[config.mk]
export PLATFORM = sky130hd
export DESIGN_NAME = sample_streamer
export DESIGN_NICKNAME = d
export VERILOG_FILES = /design/src/rtl/fir_pkg.sv /design/src/rtl/skid_fifo2.sv /design/src/rtl/sample_streamer.sv
export SDC_FILE = /design/constraint.sdc
export NUM_CORES = 1
export LEC_CHECK = 0
export BUFFER_PORTS_ARGS = -buffer_cell sky130_fd_sc_hd__buf_2
export CAP_MARGIN = 20
export CORE_UTILIZATION = 45
export CTS_CLUSTER_SIZE = 10
export DETAILED_ROUTE_END_ITERATION = 6
export GPL_TIMING_DRIVEN = 0
export PLACE_DENSITY = 0.68
export SLEW_MARGIN = 20
export SYNTH_ARGS = -nofsm -noshare
export SYNTH_HDL_FRONTEND = slang
export SYNTH_SLANG_ARGS = --single-unit
[constraint.sdc]
create_clock -name clk -period 3.82 [get_ports clk]
set_input_delay 0.382 -clock clk [delete_from_list [all_inputs] [get_ports clk]]
set_output_delay 0.382 -clock clk [all_outputs]
set_load 0.005 [all_outputs]
[src/rtl/fir_pkg.sv]
// Types and default widths shared by the sample RAM and its read-side streamer.
package fir_pkg;

   localparam int DEF_A_WIDTH = 16;
   localparam int DEF_D_WIDTH = 24;

   typedef enum logic [1:0] {
      IDLE  = 2'd0,
      RUN   = 2'd1,
      DRAIN = 2'd2
   } streamer_state_t;

endpackage

[src/rtl/skid_fifo2.sv]
// Two-entry registered FIFO used as the streamer output buffer; flush empties it in one cycle.
module skid_fifo2 #(
   parameter int W = 25
) (
   input  logic         clk,
   input  logic         rst,
   input  logic         i_flush,
   input  logic         i_push,
   input  logic [W-1:0] i_din,
   input  logic         i_pop,
   output logic [W-1:0] o_dout,
   output logic         o_valid,
   output logic [1:0]   o_count
);

   logic [W-1:0] r_mem [2];
   logic         r_wr_ptr;
   logic         r_rd_ptr;
   logic [1:0]   r_count;
   logic         w_push;
   logic         w_pop;

   assign w_pop  = i_pop && (r_count != 2'd0);
   assign w_push = i_push && ((r_count != 2'd2) || w_pop);

   genvar gi;
   generate
      for (gi = 0; gi < 2; gi++) begin : g_entry
         always_ff @(posedge clk or posedge rst) begin
            if (rst) begin
               r_mem[gi] <= '0;
            end else if (!i_flush && w_push && (r_wr_ptr == gi[0])) begin
               r_mem[gi] <= i_din;
            end
         end
      end
   endgenerate

   always_ff @(posedge clk or posedge rst) begin
      if (rst) begin
         r_wr_ptr <= 1'b0;
         r_rd_ptr <= 1'b0;
         r_count  <= 2'd0;
      end else if (i_flush) begin
         r_wr_ptr <= 1'b0;
         r_rd_ptr <= 1'b0;
         r_count  <= 2'd0;
      end else begin
         if (w_push) begin
            r_wr_ptr <= ~r_wr_ptr;
         end
         if (w_pop) begin
            r_rd_ptr <= ~r_rd_ptr;
         end
         r_count <= r_count + {1'b0, w_push} - {1'b0, w_pop};
      end
   end

   assign o_dout  = r_mem[r_rd_ptr];
   assign o_valid = (r_count != 2'd0);
   assign o_count = r_count;

endmodule

[src/rtl/sample_streamer.sv]
// Streams a contiguous window of the sample RAM onto a valid/ready interface,
// one-shot or looping, absorbing the RAM's one-cycle registered read latency.
module sample_streamer
   import fir_pkg::*;
#(
   parameter int A_WIDTH = DEF_A_WIDTH,
   parameter int D_WIDTH = DEF_D_WIDTH
) (
   input  logic               clk,
   input  logic               rst,
   input  logic               start,
   input  logic [A_WIDTH-1:0] base_addr,
   input  logic [A_WIDTH:0]   num_samples,
   input  logic               loop_en,
   input  logic               abort,
   output logic               ram_cs,
   output logic               ram_we,
   output logic [A_WIDTH-1:0] ram_addr,
   output logic [D_WIDTH-1:0] ram_w_data,
   input  logic [D_WIDTH-1:0] ram_r_data,
   output logic               m_valid,
   input  logic               m_ready,
   output logic [D_WIDTH-1:0] m_data,
   output logic               m_last,
   output logic               busy,
   output logic               done
);

   streamer_state_t    r_state;
   logic [A_WIDTH-1:0] r_base;
   logic [A_WIDTH-1:0] r_idx;
   logic [A_WIDTH:0]   r_num;
   logic               r_loop;
   logic               r_inflight;
   logic               r_inflight_last;
   logic               r_done;

   logic               w_pop;
   logic               w_flush;
   logic               w_issue;
   logic               w_is_last;
   logic               w_credit_ok;
   logic [1:0]         w_count;
   logic [D_WIDTH:0]   w_fifo_dout;

   assign w_pop     = m_valid & m_ready;
   assign w_flush   = abort && (r_state != IDLE);
   assign w_is_last = ({1'b0, r_idx} == (r_num - {{A_WIDTH{1'b0}}, 1'b1}));

   // A read is allowed only if buffer entries plus the pending read still leave room after this cycle's pop.
   assign w_credit_ok = ({1'b0, w_count} + {2'b00, r_inflight}) < (3'd2 + {2'b00, w_pop});
   assign w_issue     = (r_state == RUN) && !abort && w_credit_ok;

   assign ram_cs     = w_issue;
   assign ram_we     = 1'b0;
   assign ram_addr   = r_base + r_idx;
   assign ram_w_data = '0;

   skid_fifo2 #(
      .W(D_WIDTH + 1)
   ) u_buf (
      .clk     (clk),
      .rst     (rst),
      .i_flush (w_flush),
      .i_push  (r_inflight),
      .i_din   ({r_inflight_last, ram_r_data}),
      .i_pop   (w_pop),
      .o_dout  (w_fifo_dout),
      .o_valid (m_valid),
      .o_count (w_count)
   );

   assign m_data = w_fifo_dout[D_WIDTH-1:0];
   assign m_last = w_fifo_dout[D_WIDTH];
   assign busy   = (r_state != IDLE);
   assign done   = r_done;

   always_ff @(posedge clk or posedge rst) begin
      if (rst) begin
         r_state         <= IDLE;
         r_base          <= '0;
         r_idx           <= '0;
         r_num           <= '0;
         r_loop          <= 1'b0;
         r_inflight      <= 1'b0;
         r_inflight_last <= 1'b0;
         r_done          <= 1'b0;
      end else begin
         r_done          <= 1'b0;
         r_inflight      <= w_issue;
         r_inflight_last <= w_is_last;
         case (r_state)
            IDLE: begin
               if (start && (num_samples != '0)) begin
                  r_base  <= base_addr;
                  r_num   <= num_samples;
                  r_loop  <= loop_en;
                  r_idx   <= '0;
                  r_state <= RUN;
               end
            end
            RUN: begin
               if (abort) begin
                  r_state <= IDLE;
               end else if (w_issue) begin
                  if (w_is_last) begin
                     r_idx <= '0;
                     if (!r_loop) begin
                        r_state <= DRAIN;
                     end
                  end else begin
                     r_idx <= r_idx + {{(A_WIDTH-1){1'b0}}, 1'b1};
                  end
               end
            end
            DRAIN: begin
               if (abort) begin
                  r_state <= IDLE;
               end else if (r_done) begin
                  r_state <= IDLE;
               end else begin
                  // Pulse done in the cycle after the final entry leaves with nothing behind it.
                  r_done <= !r_inflight && (w_count == 2'd1) && w_pop;
               end
            end
            default: r_state <= IDLE;
         endcase
      end
   end

endmodule

---- Word level (Yosys, flattened, before mapping) ----
Index checks and enable logic that the tools add are counted.
W data, S select, Z words.
word-level totals
  bits in registers ....................... 109
  latch bits .............................. 0
  memory bits (writable) .................. 0
  bits in read-only memories .............. 0
  input bits .............................. 63
  output and inout port bits .............. 70
  memories kept ........................... 0
cells by class
  add/sub/neg operators ................... 7
  multiply operators ...................... 0
  div/mod/pow operators ................... 0
  $lt $le $gt $ge ......................... 2
  equal/unequal tests ..................... 12
  shift-type cells ........................ 0
  multiplexer cells ....................... 24
  bitwise operators ....................... 4
  reductions and logical operators ........ 25
operator list
  operator                 number
  $mux W25                 3
  $mux W16                 4
  $pmux W16 S2             1
  $eq A16 B17 Y1           1
  $reduce_bool A17 Y1      1
  $sub A17 B1 Y17 const B  1
  $add A16 B1 Y16 const B  1
  $add A16 B16 Y16         1
  $mux W2                  8
  $ne A3 B3 Y1 const B     4
  $logic_and A1 B1 Y1      11
  $reduce_bool A2 Y1       5
  $ne A2 B2 Y1 const B     4
  $mux W1                  7
  $pmux W2 S3              1
  $reduce_and A5 Y1        1
  $eq A2 B1 Y1 const B     2
  $reduce_and A4 Y1        1
  $add A2 B1 Y3            1
  $add A2 B1 Y3 const A    1
  $logic_not A1 Y1         3
  $lt A3 B3 Y1             1
  $add A2 B1 Y2            1
  $eq A2 B2 Y1 const B     1
  other kinds (8)          9

---- Depth between registers and ports, before layout ----
Gate-level depths: netlist (run 1).
  depth after elaboration ................. 8
  mapped depth ............................ 12

---- By module ----
A second synthesis (run 1) with hierarchy kept.
unflattened totals
  cell total of the unflattened synthesis .. 577
  area, all modules ....................... 6459.9 sq um
by module, submodules not included
  module           instances  cells each  area an instance (sq um)
  sample_streamer  1          420         3973.8
  skid_fifo2       1          157         2486.1

---- Worst setup path after synthesis (run 1) ----
No wires, ideal clock.
  path type ............................... register to output
  start point ............................. register r_idx[0]
  end point ............................... output ram_addr[14]
  data arrival time ....................... 2.254 ns
  setup slack ............................. 1.184 ns
  stages on the path, launching flop included .. 11
  cell sequence ........................... dfrtp_1 -> ha_1 -> inv_1 -> fa_1 -> nor2b_1 -> o31a_1 -> o31a_1 -> o211ai_1 -> a21oi_1 -> or4_1 -> nand3_1
on the way
  longest elaborated chain between the ends .. 1
ends and longest elaborated chain
  item                    RTL line                source
  start, declared         sample_streamer.sv:31   logic [A_WIDTH-1:0] r_idx;
  start signal, assigned  sample_streamer.sv:112  r_idx <= r_idx + {{(A_WIDTH-1){1'b0}}, 1'b1};
  $add A16 B16 Y16        sample_streamer.sv:56   assign ram_addr = r_base + r_idx;
  end, declared           sample_streamer.sv:18   output logic [A_WIDTH-1:0] ram_addr,
No other way between the ends.

---- Worst setup path in the final report (run 1) ----
Ends and elaborated chain as after synthesis.

==> impl_metrics.toml, run 1 <==
[clock_tree]
cts.clk_slew.worst_paths_ns = 0.08
clock_latency_ns = 0.36
cts_tree = "done"
htree_levels = 3
clockRootBuffer = "clkbuf_16"
cts_resized = 0
clockBufferDepth = 2
postCtsHoldBufs = 0
numCtsBuffers = 9
postCtsSetupBuffers = 0
cts.sinks = 109

[synthesis]
ys_warn_count = 0
syn-cell-area_um2 = 6441
syn_avg_cell_area_um2 = 11.24
synthArstFlopShare_pct = 100.0
synth_seq_area_share_pct = 42.35
ys_seq_elements = 109
synthFlopType = "dfrtp_1"
synthCells = 573
synth_edf_count = 0
ys_types = 67

[floorplan]
rows = 43
ioPinCount = 133
core-area_um2 = 13930
start_util_pct = 46.22
die_area_um2 = 14800
die_w_um = 121.6
die-height_um = 121.6

[sta]
whs_ns = -0.003008
fin_crit_sh_pct = 89.03
max_clock_freq_ghz = 0.2940
tightest_slew_ns = 1.025
slew_violations = 0
rsz0062_at_grt = "false"
hold_viol_final = 5
setup_viol_count_final = 0
relSlewSlack_pct = 31.15
period_minus_slack_ns = 3.401
skew_ns = 0.007479
fin_ws_ns = 0.4191

[worst_hold_path]
min_path_type = "input pin to async pin"

[drt]
dr.pass1.iters = 5
route.detailed.drc = 0
wirelength_um = 14040
drtIter0Drc = 224
ant_nets = 0
viasPerCell = 5.251
vias = 4731
avgRoutedWirePerCell_um = 15.58

[cells_and_area]
layout.nets = 801
area_delta_synth_final_pct = 18.63
drive_gt1_share_pct = 40.36
insertedDiodeCount = 0
fin_cells = 901
layout_common_cells = "mux2_2 (109), dfrtp_1 (109), buf_2 (108)"

[place]
place_hpwl_um = 10840
io_buffers = 107
place_congestion = 0.8836
place_ws_ns = 0.7782
numPlacedInstances = 885

[global_routing]
grt_max_degree = 76
grt_pass1_vias = 4701
grt_pass1_wl_um = 22910
grt_overflow_total = 0
antenna_found_initial = 0
grtUsageTotal_pct = 19.97

[power_and_ir_drop]
leakage_nw = 3.572
p_per_area_nw_per_um2 = 585.4
vdd_drop_max_mv = 0.2435

[worst_setup_path]
crit_fanout = 6
worstPathArrival_ns = 3.02
critical_path.endpoint_type = "primary output"
startpoint_type = "register"
critPathRequiredTime_ns = 3.44
critical_path_class = "register to primary output"

[outcome]
violations = "hold timing"
status = "complete, but fails checks"

[job]
maxCapViolations = 0
## worst max-delay path, cell delays in order (launching register included)
cell and delay [ns]:
dfrtp_1 0.44, ha_1 0.25, inv_1 0.08, fa_1 0.21
nor2b_1 0.07, o31a_1 0.27, o31a_1 0.29, o211ai_1 0.27
a21oi_1 0.16, or4_1 0.42, nand3_1 0.09, buf_2 0.11
## state kept, by name, summed over array words and instances, names as in the netlist
name and flops:
done 1, r_base 16, r_idx 16, r_inflight 1, r_inflight_last 1, r_loop 1, r_num 17, r_state 2
u_buf.o_count 2, u_buf.r_mem 50, u_buf.r_rd_ptr 1, u_buf.r_wr_ptr 1
## cells by family after synthesis
kind of cell | after synthesis | share of synthesized area [%]
adder cells (fa/ha/maj) | 22 | 4.390
AO/OA/AOI/OAI | 70 | 8.217
multiplexers | 109 | 19.06
AND/OR/NAND/NOR | 148 | 13.15
flip-flops | 109 | 42.35
XOR/XNOR | 48 | 7.032
buffers and inverters | 66 | 5.750
other | 1 | 0.05822
## through the flow
stage / setup TNS [ns] / util, % / area [µm²] / hold slack, ns / total power [mW]
final: 0 / 54.84 / 7641 / -0.003008 / 4.473
after global routing: 0 / 54.84 / 7641 / 0.01365 / 4.789
after CTS: 0 / 54.84 / 7641 / 0.0003215 / 4.526
after detailed placement: 0 / 52.56 / 7325 / 0.3913 / 3.529
after global placement: -62.05 / 52.33 / 7292 / 0.4806 / 3.433
after floorplan: 0 / - / 6531 / 0.4353 / 2.945
## worst paths after layout
path / start / to / slack (ns) / depth (start not counted)
setup / recovery: r_idx[0]$_DFFE_PP0P_ / ram_addr[14] / 0.42 / 11
hold / removal: rst / u_buf.r_mem[20]$_DFFE_PP0P_ / -0.003 / 2
setup reg to reg: r_num[0]$_DFFE_PP0P_ / r_idx[1]$_DFFE_PP0P_ / 0.84 / 11
hold reg to reg: r_inflight$_DFF_PP0_ / done$_DFF_PP0_ / 0.50 / 1
max in group asynchronous: rst / r_base[15]$_DFFE_PP0P_ / 3.15 / 3
min in group clk: base_addr[12] / r_base[12]$_DFFE_PP0P_ / 0.26 / 2
## synth_stat cells, types with 2 or more instances
cell | instances | share of area, %
a211oi_1 | 3 | 0.35
ha_1 | 21 | 4.1
or4_4 | 2 | 0.35
and3_1 | 7 | 0.68
dfrtp_1 | 109 | 42
nor4_4 | 2 | 0.66
and4_1 | 3 | 0.41
o21bai_1 | 2 | 0.23
or4_1 | 2 | 0.23
nand2_1 | 25 | 1.5
a21oi_1 | 11 | 0.85
xor2_1 | 20 | 2.7
or3b_1 | 2 | 0.27
buf_4 | 26 | 3.0
nor4_1 | 6 | 0.58
buf_1 | 3 | 0.17
nor2_2 | 11 | 1.1
a31oi_1 | 3 | 0.29
nor3_1 | 12 | 0.93
or3_1 | 5 | 0.49
nand3_1 | 14 | 1.1
o21a_1 | 5 | 0.58
nor2_1 | 22 | 1.3
o31ai_1 | 3 | 0.35
o211ai_1 | 5 | 0.58
nand4_1 | 11 | 1.1
xnor2_1 | 26 | 3.5
nand2b_1 | 6 | 0.58
a22oi_1 | 2 | 0.23
inv_1 | 18 | 1.0
o21ai_0 | 14 | 1.1
mux2_2 | 109 | 19
o31a_1 | 3 | 0.41
or2_2 | 2 | 0.19
nand4b_1 | 2 | 0.27
nor2b_1 | 7 | 0.68
and2_1 | 3 | 0.29
clkbuf_1 | 13 | 0.76
a211o_1 | 3 | 0.41
buf_6 | 3 | 0.52
## where the power goes
group,switching [mW],total [mW],internal (mW)
Clock,0.457,0.981,0.524
Sequential,0.253,1.78,1.53
Combinational,0.762,1.71,0.950
Total,1.47,4.47,3.00
## final cells by class
cell class | instances | area [µm²]
Fill cell | 1221 | 6294
Multi-Input combinational cell | 422 | 3433
Sequential cell | 109 | 2728
Timing Repair Buffer | 108 | 563.0
Buffer | 47 | 299.0
Clock buffer | 9 | 225.2
Tap cell | 180 | 225.2
Clock inverter | 7 | 91.34
Inverter | 19 | 76.32
## layer usage
layer | wire length [µm] | up-vias | track usage [%]
met3 | 520 | 18 | 2.200
met1 | 6487 | 2304 | 26.55
li1 | - | 2305 | -
met5 | 0 | - | 0
met4 | 350 | 0 | 9.259
met2 | 6683 | 104 | 32.67
No activity file was read; power rests on OpenSTA's default activity.
==> run 2, diff against run 1 <==
- CORE_ASPECT_RATIO: default -> 1.75
==> run 2 against run 1 <==
Against the previous run:
- the flow now finishes without violations
- non-clock buffer count unchanged
- critical path depth unchanged
- first-iteration DRC count down 33%
- die area up 0.13%
- clock-buffer cell count unchanged
- maximum frequency down 5.7%
- clock power about the same
- routed wire length up 8.0%
- final area unchanged
- critical path type unchanged
- largest cell class unchanged
==> impl_metrics.toml, run 2 (synthesis results as in run 1) <==
[clock_tree]
clock_latency_ns = 0.35
cts.clk_slew.worst_paths_ns = 0.07
htree_levels = 3
numCtsBuffers = 9
cts.sinks = 109
postCtsSetupBuffers = 0
clockRootBuffer = "clkbuf_16"
clockBufferDepth = 2
cts_tree = "done"

[drt]
met2WireLength_um = 8669
ant_nets = 0
viasPerCell = 5.413
route.detailed.drc = 0
wirelength_um = 15170
met3_length_um = 649
wl_met1_um = 5391
vias = 4861
avgRoutedWirePerCell_um = 16.89
dr.pass1.iters = 4
highest_layer = "met4"
drtIter0Drc = 149

[worst_setup_path]
cp_top_family = "compound AO/OA/AOI/OAI gates"
r2r_end = "r_idx[1]$_DFFE_PP0P_"
rr_startpoint = "r_num[0]$_DFFE_PP0P_"
critPathSlowestCell = "dfrtp_1"
crit_top_cell = "o31a_1"
worstPathCellList = "ha_1 -> inv_1 -> fa_1 -> nor2b_1 -> o31a_1 -> o31a_1 -> o211ai_1 -> a21oi_1 -> or4_1 -> nand3_1 -> buf_2"
startpoint_type = "register"
r2r_cells = 11
path_buf_inv = 2
worstPathArrival_ns = 3.23
critPathRequiredTime_ns = 3.44
critical_path_class = "register to primary output"
critical_path.endpoint_type = "primary output"
max_stage_delay_ns = 0.47
crit_fanout = 6
rrSetupSlack_ns = 0.75

[power_and_ir_drop]
vdd_drop_max_mv = 0.3354
leakage_nw = 3.583
p_per_area_nw_per_um2 = 588.5

[cells_and_area]
largest_reg_flops = 50
layout_common_cells = "mux2_2 (109), dfrtp_1 (109), buf_2 (108)"
max_flop_register = "u_buf.r_mem"
insertedDiodeCount = 0
fin_area_um2 = 7641
drive_gt1_share_pct = 40.50
layout.nets = 801
area_delta_synth_final_pct = 18.63
final_util_pct = 54.94
top_regs = "u_buf.r_mem x50, r_num x17"

[place]
dpl-instance-area_um2 = 7321
io_buffers = 107
place_congestion = 0.8866
place_hpwl_um = 12020

[sta]
hold_viol_final = 0
max_clock_freq_ghz = 0.2772
fin_crit_sh_pct = 94.44
skew_ns = 0.01013
slew_violations = 0
tightest_slew_ns = 1.017
period_minus_slack_ns = 3.608
setup_viol_count_final = 0
rsz0062_at_grt = "false"
relSlewSlack_pct = 31.67

[global_routing]
grt_max_degree = 62
antenna_found_initial = 0
grt_pass1_vias = 5084
grtUsageTotal_pct = 21.29
grt_pass1_wl_um = 24700
grt_overflow_total = 0

[worst_hold_path]
min_path_type = "input pin to async pin"

[floorplan]
die_w_um = 92.44
core-area_um2 = 13910
ioPinCount = 133
start_util_pct = 46.32
die_area_um2 = 14820
rows = 57
die-height_um = 160.3

[outcome]
status = "finished, final reports clean"

[job]
maxCapViolations = 0
run 2: stage by stage:
stage          total power, mW  hold WS [ns]  instances  worst slack [ns]  TNS [ns]
6_report                 4.496       0.05622        898            0.2125         0
5_1_grt                  4.796        0.1062        898           0.03999         0
4_1_cts                  4.548       0.07888        898           0.07419         0
3_5_place_dp             3.552        0.4563        882            0.4627         0
3_3_place_gp             3.455        0.4773        881           -0.6051    -65.15
2_1_floorplan            2.945        0.4353        597            0.5641         0
run 2: report_power, final:
| group | switching (mW) | internal, mW |
|---|---|---|
| Combinational | 0.785 | 0.954 |
| Sequential | 0.250 | 1.53 |
| Clock | 0.456 | 0.525 |
| Total | 1.49 | 3.01 |
run 2: layout make-up:
type | instances | area [µm²]
fill | 1249 | 6266
multi-input combinational | 422 | 3441
sequential | 109 | 2728
timing repair buffer | 108 | 563.0
buffer | 47 | 299.0
clock buffer | 9 | 225.2
tap | 177 | 221.5
clock inverter | 7 | 87.58
inverter | 19 | 76.32
run 2: worst max-delay path by stage:
stage	startpoint	to	depth (start not counted)
final	r_idx[0]$_DFFE_PP0P_	ram_addr[14]	11
after global routing	r_idx[0]$_DFFE_PP0P_	ram_addr[14]	11
after CTS	r_idx[1]$_DFFE_PP0P_	ram_addr[15]	9
after detailed placement	r_idx[1]$_DFFE_PP0P_	ram_addr[15]	9
after global placement	rst	r_num[12]$_DFFE_PP0P_	2
after floorplan	rst	done$_DFF_PP0_	1
run 2: timing repair:
item,in CTS,in global routing
setup endpoints to repair,0,1
resized for setup,0,1
hold buffers,0,0
run 2: per-layer routing:
metal  vias up  track usage, %
met2       123           41.08
li1       2305               -
met1      2405           21.91
met5         -               0
met3        28           3.238
met4         0           9.375
